### config.mk
export PLATFORM = sky130hd
export DESIGN_NAME = run_monitor_flat
export DESIGN_NICKNAME = d
export VERILOG_FILES = /design/src/rtl/run_monitor_if.sv /design/src/rtl/run_monitor.sv /design/src/flat_wrapper.sv
export SDC_FILE = /design/constraint.sdc
export NUM_CORES = 1
export LEC_CHECK = 0
export CORE_MARGIN = 1
export CORE_UTILIZATION = 50
export CTS_BUF_LIST = sky130_fd_sc_hd__clkbuf_2
export CTS_CLUSTER_DIAMETER = 40
export DETAILED_ROUTE_END_ITERATION = 8
export PLACE_DENSITY_LB_ADDON = 0.08
export REMOVE_ABC_BUFFERS = 1
export SYNTH_ARGS = -nofsm -noshare
export SYNTH_HDL_FRONTEND = slang
export SYNTH_SLANG_ARGS = --single-unit
export TNS_END_PERCENT = 50
### constraint.sdc
create_clock -name clock -period 4.1 [get_ports clock]
set_clock_uncertainty 0.15 [all_clocks]
set_input_delay 0.41 -clock clock [delete_from_list [all_inputs] [get_ports clock]]
set_output_delay 0.41 -clock clock [all_outputs]
set_load 0.05 [all_outputs]
### src/rtl/run_monitor_if.sv
// rtl/run_monitor_if.sv - nibble dump stream between run_monitor and its consumer
//
// Signals:
//   dump_valid  source -> sink  nibble available
//   dump_data   source -> sink  4-bit nibble
//   dump_last   source -> sink  final nibble of the dump
//   dump_ready  sink -> source  consumer accepts the nibble
interface run_monitor_if;
    logic       dump_valid;
    logic [3:0] dump_data;
    logic       dump_last;
    logic       dump_ready;

    modport master (
        output dump_valid,
        output dump_data,
        output dump_last,
        input  dump_ready
    );

    modport slave (
        input  dump_valid,
        input  dump_data,
        input  dump_last,
        output dump_ready
    );
endinterface

### src/rtl/run_monitor.sv
// rtl/run_monitor.sv - run-completion monitor and nibble state-dump engine for the 4-bit CPU
//
// Ports:
//   clock, reset      clock and synchronous active-high reset
//   start             arm / re-arm the monitor (pulse, honoured in IDLE and DONE)
//   sync, pc          CPU instruction-cycle strobe and program counter
//   accumulator, carry, registers, stack   CPU state captured at end of run
//   done, cause       run ended; 0 none, 1 end-of-rom, 2 spin, 3 timeout
//   sync_error        sticky flag for sync spacing other than CYCLES_PER_INSN
//   insn_count        syncs seen in RUN, saturating
//   cycle_count       clocks spent in RUN, saturating
//   dump              nibble stream (master side of run_monitor_if)
module run_monitor #(
    parameter int ROM_SIZE        = 256,
    parameter int PC_WIDTH        = 12,
    parameter int NUM_REGS        = 16,
    parameter int STACK_DEPTH     = 4,
    parameter int CYCLES_PER_INSN = 8,
    parameter int SPIN_LIMIT      = 4,
    parameter int TIMEOUT         = 65536
) (
    input  logic                            clock,
    input  logic                            reset,
    input  logic                            start,
    input  logic                            sync,
    input  logic [PC_WIDTH-1:0]             pc,
    input  logic [3:0]                      accumulator,
    input  logic                            carry,
    input  logic [4*NUM_REGS-1:0]           registers,
    input  logic [PC_WIDTH*STACK_DEPTH-1:0] stack,
    output logic                            done,
    output logic [1:0]                      cause,
    output logic                            sync_error,
    output logic [31:0]                     insn_count,
    output logic [31:0]                     cycle_count,
    run_monitor_if.master                   dump
);

    localparam int NIBBLES = 2 + NUM_REGS + STACK_DEPTH * PC_WIDTH / 4;
    localparam int SNAP_W  = 4 * NIBBLES;
    localparam int IDX_W   = (NIBBLES > 1) ? $clog2(NIBBLES) : 1;
    localparam logic [31:0] SAT       = 32'hFFFF_FFFF;
    localparam logic [31:0] ROM_LIMIT = 32'(ROM_SIZE);

    typedef enum logic [1:0] {
        ST_IDLE,
        ST_RUN,
        ST_DUMP,
        ST_DONE
    } state_t;

    state_t                state;
    logic [SNAP_W-1:0]     snapshot;
    logic [IDX_W-1:0]      idx;
    logic [PC_WIDTH-1:0]   prev_pc;
    logic                  have_prev;
    logic [15:0]           repeat_cnt;
    logic                  seen_sync;
    logic [15:0]           gap_cnt;

    logic [31:0]           insn_next;
    logic [31:0]           cycle_next;
    logic [15:0]           repeat_next;
    logic                  end_of_rom;
    logic                  spin_hit;
    logic                  timeout_hit;
    logic [1:0]            hit_cause;
    logic [SNAP_W-1:0]     snap_next;

    // Nibble k of the dump lives at snapshot[4k +: 4]; the concatenation
    // order below is therefore the stream order read from bit 0 upward.
    assign snap_next = {stack, registers, 3'b000, carry, accumulator};

    assign insn_next  = (insn_count == SAT)  ? insn_count  : insn_count + 32'd1;
    assign cycle_next = (cycle_count == SAT) ? cycle_count : cycle_count + 32'd1;

    always_comb begin
        repeat_next = 16'd0;
        if (have_prev && pc == prev_pc) begin
            repeat_next = (repeat_cnt == 16'hFFFF) ? repeat_cnt : repeat_cnt + 16'd1;
        end
    end

    assign end_of_rom  = 32'(pc) >= ROM_LIMIT;
    assign spin_hit    = (SPIN_LIMIT != 0) && (32'(repeat_next) >= 32'(SPIN_LIMIT));
    assign timeout_hit = (TIMEOUT != 0) && (insn_next == 32'(TIMEOUT));

    always_comb begin
        hit_cause = 2'd0;
        if (end_of_rom)       hit_cause = 2'd1;
        else if (spin_hit)    hit_cause = 2'd2;
        else if (timeout_hit) hit_cause = 2'd3;
    end

    always_ff @(posedge clock) begin
        if (reset) begin
            state           <= ST_IDLE;
            done            <= 1'b0;
            cause           <= 2'd0;
            sync_error      <= 1'b0;
            insn_count      <= 32'd0;
            cycle_count     <= 32'd0;
            snapshot        <= '0;
            idx             <= '0;
            prev_pc         <= '0;
            have_prev       <= 1'b0;
            repeat_cnt      <= 16'd0;
            seen_sync       <= 1'b0;
            gap_cnt         <= 16'd0;
            dump.dump_valid <= 1'b0;
            dump.dump_data  <= 4'd0;
            dump.dump_last  <= 1'b0;
        end else begin
            case (state)
                ST_IDLE, ST_DONE: begin
                    if (start) begin
                        state       <= ST_RUN;
                        done        <= 1'b0;
                        cause       <= 2'd0;
                        sync_error  <= 1'b0;
                        insn_count  <= 32'd0;
                        cycle_count <= 32'd0;
                        have_prev   <= 1'b0;
                        repeat_cnt  <= 16'd0;
                        seen_sync   <= 1'b0;
                        gap_cnt     <= 16'd0;
                    end
                end

                ST_RUN: begin
                    cycle_count <= cycle_next;
                    // gap_cnt holds the number of clocks since the previous sync
                    // at the moment the next one arrives.
                    if (sync) begin
                        gap_cnt <= 16'd1;
                    end else if (gap_cnt != 16'hFFFF) begin
                        gap_cnt <= gap_cnt + 16'd1;
                    end

                    if (sync) begin
                        insn_count <= insn_next;
                        have_prev  <= 1'b1;
                        prev_pc    <= pc;
                        repeat_cnt <= repeat_next;
                        seen_sync  <= 1'b1;
                        if (seen_sync && gap_cnt != 16'(CYCLES_PER_INSN)) begin
                            sync_error <= 1'b1;
                        end
                        if (hit_cause != 2'd0) begin
                            state           <= ST_DUMP;
                            cause           <= hit_cause;
                            done            <= 1'b1;
                            snapshot        <= snap_next;
                            idx             <= '0;
                            dump.dump_valid <= 1'b1;
                            // Snapshot is only being written now, so take the
                            // first nibble straight from the live input.
                            dump.dump_data  <= accumulator;
                            dump.dump_last  <= (NIBBLES == 1);
                        end
                    end
                end

                ST_DUMP: begin
                    if (dump.dump_valid && dump.dump_ready) begin
                        if (dump.dump_last) begin
                            state           <= ST_DONE;
                            dump.dump_valid <= 1'b0;
                            dump.dump_last  <= 1'b0;
                            dump.dump_data  <= 4'd0;
                        end else begin
                            idx            <= idx + IDX_W'(1);
                            dump.dump_data <= snapshot[4*(int'(idx)+1) +: 4];
                            dump.dump_last <= (int'(idx) + 1 == NIBBLES - 1);
                        end
                    end
                end

                default: state <= ST_IDLE;
            endcase
        end
    end

endmodule

### src/flat_wrapper.sv
// flat-port wrapper written by rule: the top's interface ports become plain ports
module run_monitor_flat 
#(
    parameter int ROM_SIZE        = 256,
    parameter int PC_WIDTH        = 12,
    parameter int NUM_REGS        = 16,
    parameter int STACK_DEPTH     = 4,
    parameter int CYCLES_PER_INSN = 8,
    parameter int SPIN_LIMIT      = 4,
    parameter int TIMEOUT         = 65536
)
  (clock, reset, start, sync, pc, accumulator, carry, registers, stack, done, cause, sync_error, insn_count, cycle_count, dump_dump_valid, dump_dump_data, dump_dump_last, dump_dump_ready);
  run_monitor_if dump_i ();
  input  logic clock;
  input  logic reset;
  input  logic start;
  input  logic sync;
  input  logic [PC_WIDTH-1:0] pc;
  input  logic [3:0] accumulator;
  input  logic carry;
  input  logic [4*NUM_REGS-1:0] registers;
  input  logic [PC_WIDTH*STACK_DEPTH-1:0] stack;
  output logic done;
  output logic [1:0] cause;
  output logic sync_error;
  output logic [31:0] insn_count;
  output logic [31:0] cycle_count;
  output wire logic [$bits(dump_i.dump_valid)-1:0] dump_dump_valid;
  output wire logic [$bits(dump_i.dump_data)-1:0] dump_dump_data;
  output wire logic [$bits(dump_i.dump_last)-1:0] dump_dump_last;
  input wire logic [$bits(dump_i.dump_ready)-1:0] dump_dump_ready;
  assign dump_dump_valid = dump_i.dump_valid;
  assign dump_dump_data = dump_i.dump_data;
  assign dump_dump_last = dump_i.dump_last;
  assign dump_i.dump_ready = dump_dump_ready;
  run_monitor #(.ROM_SIZE(ROM_SIZE), .PC_WIDTH(PC_WIDTH), .NUM_REGS(NUM_REGS), .STACK_DEPTH(STACK_DEPTH), .CYCLES_PER_INSN(CYCLES_PER_INSN), .SPIN_LIMIT(SPIN_LIMIT), .TIMEOUT(TIMEOUT)) u_core (.clock(clock), .reset(reset), .start(start), .sync(sync), .pc(pc), .accumulator(accumulator), .carry(carry), .registers(registers), .stack(stack), .done(done), .cause(cause), .sync_error(sync_error), .insn_count(insn_count), .cycle_count(cycle_count), .dump(dump_i));
endmodule
==> key figures, run 1 <==
Run status
  – Status: complete, no violations

Cells and area
  – Area grow syn2layout: 34.27%
  – Layout cells sized above 1: 0.1164
  – Register area: about 4800 µm²
  – Highest-count cells in the layout ignoring fill and taps: dfxtp_1 (237), clkdlybuf4s50_1 (206), a21oi_1 (188), o21ai_0 (164), nand3_1 (155)
  – Post-route cell area: between 15000 and 20000 µm²
  – Multi-input logic area: 7124 µm²
  – Nets: around 2000
  – # fillers: between 2000 and 2500
  – Non-filler cells, final: roughly 2200
  – Final core utilization: 0.6881
  – Commonest non-fill, non-tap cell in the layout: dfxtp_1

Floorplanning
  – # IOs: between 200 and 250
  – Starting Density: 0.5125
  – Die area: about 26000 µm²
  – Die extent in x: approximately 160 µm
  – Die H: about 160 µm
  – Core area: roughly 24000 µm²
  – FP Rows: 57

Power
  – Maximum VDD drop: roughly 0.26 mV
  – Leakage: between 5 and 6 nW
  – P per Cell Area: ~350 nW/µm²
  – Design Power: ~6 mW

Logic synthesis
  – Yosys warns: 0
  – Mapped Cells: between 1500 and 2000
  – Synthesized flop and latch total: 239
  – Synth unique cells: 81
  – Top FF cell, synth: dfxtp_1
  – Syn Std Cell Area: around 13000 µm²
  – Avg Inst Size Synth: about 8 µm²
  – Post-synth EDFFs: 0
  – Post-synthesis sequential area ratio: 0.3817
  – Async S/R FF share, synth: 0

Worst hold path
  – Hold Path Stages: 3
  – Hold Path Class: input pin to flip-flop
  – Hold endpoint: u_core.prev_pc[9]
  – Hold Crit Start: pc[9]

Timing
  – Final worst-path cycle share: 0.9333
  – RSZ-0062 raised after global routing: no
  – Final min period: roughly 3.8 ns
  – Worst-Margin Slew: roughly 1.1 ns
  – Final Hold Viols: 0
  – Final setup viols: 0
  – Slew margin rel.: 0.2704
  – Fmax: 261.3 MHz
  – Max Slew Vio Count: 0

Detailed routing
  – DR pass1 iterations: 5
  – Final ANT Viol Nets: 0
  – DR vias: approximately 13000
  – Post-DR vias/cell: between 5 and 6
  – Remaining DRCs: 0
  – Final wirelength: 38350 µm
  – Initial DRC Count: ~1100
  – Wire length per cell: about 17 µm

Worst setup path
  – CP Data Required Time: 4.73 ns
  – Critical Path Start Type: flip-flop
  – Reg-to-Reg End: u_core.snapshot[37]
  – FF-to-FF path depth: 12
  – CP Class: flip-flop to flip-flop
  – Arrival @ worst endpoint: ~4.5 ns
  – CP Capture Type: flip-flop
  – Critical R2R Launch: u_core.insn_count[7]
  – Crit-path max FO: 24
  – R2R Setup Slk: roughly 0.27 ns

Placed design
  – Number of I/O port buffers: 207
  – Dpl hpwl: between 20000 and 25000 µm
  – Placed Area: approximately 15000 µm²
  – Inst Count DP: 2011
  – Placer Congestion: between 0.9 and 1

Clock tree
  – TritonCTS clock tree: built
  – Clk slew on worst S/H paths: ~0.10 ns
  – H-tree level count: 2
  – Sinks on Clock Net: approximately 240
  – Post-CTS setup buffers: 0
  – Number of CTS-inserted buffers: 61
  – Clk_lat worst skew: 0.86 ns
  – Clk root buf: clkbuf_2
  – Max Root-Sink Buffers: 3

GRT
  – Initial antenna violation count: 2
  – Largest net degree at the start of global routing: 106
  – First-pass GRT wire length: 63160 µm
  – Grt ovf: 0
  – GRT Util Overall: 0.2965
  – Vias in the first global route: around 13000

Run
  – Max Cap Viol: 0
==> stage by stage <==
stage	setup slack (ns)	hold WS [ns]	TNS, ns
6_report	0.2736	0.1032	0
5_1_grt	0.02190	0.03708	0
4_1_cts	0.2395	0.02466	0
3_5_place_dp	0.2608	0.3075	0
3_3_place_gp	0.3133	0.2975	0
2_1_floorplan	-1.869	0.2928	-245.66
==> worst max-delay path, stage by stage (launching register included) <==
cell and delay, ns:
dfxtp_1 0.52, nand3_1 0.26, or4_1 0.60, buf_4 0.18, nor2_1 0.10, nor4b_4 0.34
mux2i_1 0.16, or4_4 0.60, o21ai_4 0.22, buf_12 0.17, buf_12 0.17, nand3_1 0.10
a21oi_1 0.21
==> how the worst max path moves through the flow <==
stage | from | to | slack, ns | cells past startpoint
after global routing | u_core.insn_count[0] | u_core.snapshot[83] | 0.02 | 14
after floorplan | u_core.insn_count[18] | u_core.dump.dump_valid | -1.87 | 9
after global placement | u_core.insn_count[0] | u_core.state[1] | 0.31 | 11
after detailed placement | u_core.insn_count[0] | u_core.snapshot[19] | 0.26 | 13
final | u_core.insn_count[7] | u_core.snapshot[37] | 0.27 | 12
after CTS | u_core.insn_count[0] | u_core.dump.dump_data[3] | 0.24 | 12
==> cells in the mapped netlist, drive strengths merged, types with 3 or more instances <==
library cell	n	area (µm²)
nand4	44	296.5
mux2i	14	140.1
nor3	31	171.4
a211oi	15	112.6
nand2	107	401.6
o31ai	3	22.52
dfxtp	239	4785
a22oi	9	67.56
o311ai	3	26.28
clkbuf	107	404.1
nor4b	3	41.29
or4	11	90.08
and4	13	113.9
buf	34	172.7
a311oi	13	113.9
o21ai	168	844.6
o211ai	3	27.52
a221oi	5	43.79
and2	8	50.05
nor4	22	150.1
nand3	155	775.7
a2111oi	4	41.29
a21o	3	22.52
inv	22	82.58
xor2	23	201.4
ha	11	137.6
a41oi	5	43.79
and3	19	118.9
or3	19	118.9
mux2	3	33.78
a21oi	189	945.9
xnor2	37	324.1
nand2b	6	37.54
nor2	108	405.4
mux4	29	653.1
a31oi	18	112.6
nand3b	5	37.54
==> cells by family after synthesis <==
group | count (synthesis) | share of synthesized area
adder cells (fa/ha/maj) | 11 | 0.01098
AO/OA/AOI/OAI | 470 | 0.2177
AND/OR/NAND/NOR | 559 | 0.2289
multiplexers | 46 | 0.06597
buffers and inverters | 164 | 0.05290
flip-flops | 239 | 0.3817
XOR/XNOR | 60 | 0.04192
==> report_power, final <==
part	leakage [nW]	switching, mW	internal, mW
clock network	0.376	0.938	0.548
registers	1.94	0.135	2.52
logic	3.31	1.08	0.713
total	5.62	2.15	3.78
==> repair_timing <==
| action | in CTS | in global routing |
|---|---|---|
| endpoints found under the setup margin | 0 | 115 |
| gates resized for setup | 0 | 2 |
| hold buffers | 124 | 0 |
| endpoints found under the hold margin | 175 | 0 |
==> registers in the layout (all words and copies together) (netlist names) <==
name,flops
u_core.cause,2
u_core.done,1
u_core.repeat_cnt,16
u_core.cycle_count,32
u_core.prev_pc,12
u_core.idx,5
u_core.snapshot,113
u_core.insn_count,32
u_core.dump.dump_valid,1
u_core.dump.dump_data,4
u_core.state,2
u_core.have_prev,1
u_core.sync_error,1
u_core.gap_cnt,16
u_core.dump.dump_last,1
==> area by class of cell <==
type,instances,area share
clock inverter,11,0.002750
sequential,239,0.2844
timing repair buffer,403,0.2350
tap,324,0.02408
clock buffer,85,0.02527
antenna,1,0.0001487
inverter,23,0.005129
multi-input combinational,1146,0.4233
==> layer usage <==
metal	up-vias	global-route usage	wire [µm]	part of all wire
met4	2	0.1251	1153	0.030
met2	512	0.4931	18420	0.48
met5	-	0	12	0.00031
met3	89	0.05398	2467	0.064
met1	6261	0.3779	16290	0.42
li1	6388	-	-	-
Power figures use the tool's default switching activity.
==> inputs of run 2 (changes only) <==
--- a/config.mk
+++ b/config.mk
@@ -5,7 +5,8 @@
 export SDC_FILE = /design/constraint.sdc
 export NUM_CORES = 1
 export LEC_CHECK = 0
-export CORE_MARGIN = 1
+export CORE_ASPECT_RATIO = 0.6
+export CORE_MARGIN = 2
 export CORE_UTILIZATION = 50
 export CTS_BUF_LIST = sky130_fd_sc_hd__clkbuf_2
 export CTS_CLUSTER_DIAMETER = 40
@@ -15,4 +16,4 @@
 export SYNTH_ARGS = -nofsm -noshare
 export SYNTH_HDL_FRONTEND = slang
 export SYNTH_SLANG_ARGS = --single-unit
-export TNS_END_PERCENT = 50
+export TNS_END_PERCENT = 100
==> run 2 against run 1 <==
Net effect: die area rose by 2.7%; fmax fell by 4.0%; non-clock buffer count rose by 29; flip-flop and latch count did not move; via count rose by 4.5%; first-iteration DRC count rose by 38%; sequential share of layout area fell by 0.55 points; worst setup slack got worse by 0.16 ns; clock power rose by 3%; power rose by 2.1%.
==> key figures, run 2 (same netlist as run 1, synthesis figures left out) <==
Cells and area
  – Multi-input logic area: 7171 µm² (was 7124 µm²)
  – Highest-count cells in the layout ignoring fill and taps: dfxtp_1 (238), clkdlybuf4s50_1 (206), a21oi_1 (188), o21ai_0 (164), nand3_1 (154) (was dfxtp_1 (237), clkdlybuf4s50_1 (206), a21oi_1 (188), o21ai_0 (164), nand3_1 (155))
  – Final core utilization: 0.7037 (was 0.6881)
  – Most flops, register: u_core.snapshot (unchanged)
  – Post-route cell area: 17160 µm² (was 16830 µm²)
  – Area grow syn2layout: 36.91% (was 34.27%)
  – Nets: 2043 (was 2019)
  – Max reg flops: 113 (unchanged)
  – Commonest non-fill, non-tap cell in the layout: dfxtp_1 (unchanged)
  – # fillers: 1938 (was 2013)
  – Top flop regs: u_core.snapshot (113), u_core.cycle_count (32), u_core.insn_count (32) (unchanged)
  – Register area: 4786 µm² (was 4787 µm²)
  – Layout cells sized above 1: 0.1260 (was 0.1164)

Timing
  – Worst-Margin Slew: 0.8311 ns (was 1.094 ns)
  – Max Slew Vio Count: 0 (unchanged)
  – RSZ-0062 raised after global routing: no (unchanged)
  – Final min period: 3.986 ns (was 3.826 ns)
  – Fin worst setup slack: 0.1135 ns (was 0.2736 ns)
  – Slew margin rel.: 0.4452 (was 0.2704)
  – Final setup viols: 0 (unchanged)
  – Fmax: 250.8 MHz (was 261.3 MHz)
  – Final Hold Viols: 0 (unchanged)
  – Final worst-path cycle share: 0.9723 (was 0.9333)

Placed design
  – Pre-CTS setup slack: 0.1556 ns (was 0.2608 ns)
  – Number of I/O port buffers: 207 (unchanged)
  – Placer Congestion: 0.9972 (was 0.9564)
  – Placed Area: 15340 µm² (was 15110 µm²)
  – Dpl hpwl: 27730 µm (was 24370 µm)

Detailed routing
  – DR vias: 13850 (was 13250)
  – Final ANT Viol Nets: 0 (unchanged)
  – Wire length per cell: 19.24 µm (was 17.18 µm)
  – Post-DR vias/cell: 6.128 (was 5.937)
  – Initial DRC Count: 1480 (was 1073)
  – Final wirelength: 43480 µm (was 38350 µm)
  – DR pass1 iterations: 5 (unchanged)
  – Remaining DRCs: 0 (unchanged)

Power
  – Leakage: 5.802 nW (was 5.625 nW)
  – Design Power: 6.062 mW (was 5.934 mW)
  – Switching fraction of total power: 0.3782 (was 0.3630)
  – Combinational Power Share: 0.309 (was 0.302)
  – P per Cell Area: 353.2 nW/µm² (was 352.6 nW/µm²)
  – Reg power frac: 0.439 (was 0.447)
  – Maximum VDD drop: 0.2465 mV (was 0.2623 mV)
  – Switch Pwr: 2.293 mW (was 2.154 mW)
  – Clock group share of total power: 0.252 (was 0.250)
  – Internal Power: 3.769 mW (was 3.780 mW)

Worst hold path
  – Hold Path Stages: 4 (was 3)
  – Hold Path Class: input pin to flip-flop (unchanged)

Floorplanning
  – # IOs: 208 (unchanged)
  – Die extent in x: 208.4 µm (was 160.3 µm)
  – Die area: 26400 µm² (was 25710 µm²)
  – Starting Density: 0.5140 (was 0.5125)
  – Die H: 126.7 µm (was 160.3 µm)
  – Core area: 24390 µm² (was 24460 µm²)
  – FP Rows: 44 (was 57)

Worst setup path
  – Arrival @ worst endpoint: 4.61 ns (was 4.45 ns)
  – CP Data Required Time: 4.72 ns (was 4.73 ns)
  – Critical Path Start Type: flip-flop (unchanged)
  – Crit-path max FO: 20 (was 24)
  – CP Capture Type: flip-flop (unchanged)
  – FF-to-FF path depth: 12 (unchanged)
  – CP Class: flip-flop to flip-flop (unchanged)

Clock tree
  – Clk root buf: clkbuf_2 (unchanged)
  – Sinks on Clock Net: 239 (unchanged)
  – Max Root-Sink Buffers: 3 (unchanged)
  – Clk_lat worst skew: 0.93 ns (was 0.86 ns)
  – Number of CTS-inserted buffers: 56 (was 61)
  – TritonCTS clock tree: built (unchanged)
  – Clk slew on worst S/H paths: 0.12 ns (was 0.10 ns)
  – H-tree level count: 2 (unchanged)

GRT
  – Vias in the first global route: 13080 (was 12710)
  – First-pass GRT wire length: 69320 µm (was 63160 µm)
  – Initial antenna violation count: 1 (was 2)
  – Largest net degree at the start of global routing: 124 (was 106)
  – Grt ovf: 0 (unchanged)
  – GRT Util Overall: 0.3226 (was 0.2965)

Run
  – Max Cap Viol: 0 (unchanged)

Run status
  – Status: complete, no violations (unchanged)
run 2: cell count changes in the layout (fill, tap and decap cells not counted), moves of 2 or more:
cell	previous run	this run
buf_4	64	82
a2111oi_1	0	2
clkbuf_2	85	79
nor3_4	1	3
a2111oi_0	3	1
dlygate4sd3_1	124	130
buf_12	8	13
clkinv_1	10	16
run 2: worst paths after layout:
kind | startpoint | slack [ns] | end
min | start | 0.27 | u_core.state[1]
max | u_core.insn_count[0] | 0.11 | u_core.snapshot[109]
min reg2reg | u_core.prev_pc[10] | 0.32 | u_core.prev_pc[10]
max reg2reg | u_core.insn_count[0] | 0.11 | u_core.snapshot[109]
run 2: final cells by class:
type	instances	area share
repair buffers	432	0.2476
inverters	23	0.005030
multi-input cells	1146	0.4178
clock buffers	79	0.02304
clock inverters	18	0.004010
well taps	322	0.02347
flip-flops and latches	239	0.2789
diodes	1	0.0001458
run 2: stage by stage:
stage / std cells / TNS (ns) / hold slack [ns]
floorplan: 1408 / -245.66 / 0.2928
global placement: 2031 / 0 / 0.3043
detailed placement: 2031 / 0 / 0.3089
CTS: 2258 / 0 / 0.1675
global route: 2260 / 0 / 0.2310
finish: 2260 / 0 / 0.2674
run 2: layer usage:
layer / GRT usage / routed length [µm]
met2: 0.4869 / 18930
met1: 0.4627 / 19990
met5: 0 / 0
met4: 0.09945 / 907
met3: 0.06858 / 3642
run 2: timing repair:
| action | in CTS | in global routing |
|---|---|---|
| endpoints found under the setup margin | 0 | 124 |
| hold buffers | 130 | 0 |
| hold endpoints to repair | 179 | 0 |
| buffers inserted | 0 | 1 |
| gates resized for setup | 0 | 12 |
run 2: critical path, stage by stage (launching register included):
cell	delay, ns
dfxtp_1	0.39
ha_2	0.27
and4_2	0.31
and3_1	0.24
and3_2	0.30
or4b_1	0.53
a222oi_1	0.48
and4_1	0.36
a21boi_4	0.10
buf_12	0.17
buf_12	0.16
o21ai_0	0.26
a21oi_1	0.14
run 2: power groups by stage:
stage               combinational [mW]  clock, mW  sequential (mW)
floorplan                        0.943          0             2.78
global placement                  1.71          0             2.69
detailed placement                1.73          0             2.70
CTS                               1.83       1.54             2.65
global route                      2.03       1.66             2.68
finish                            1.87       1.53             2.66
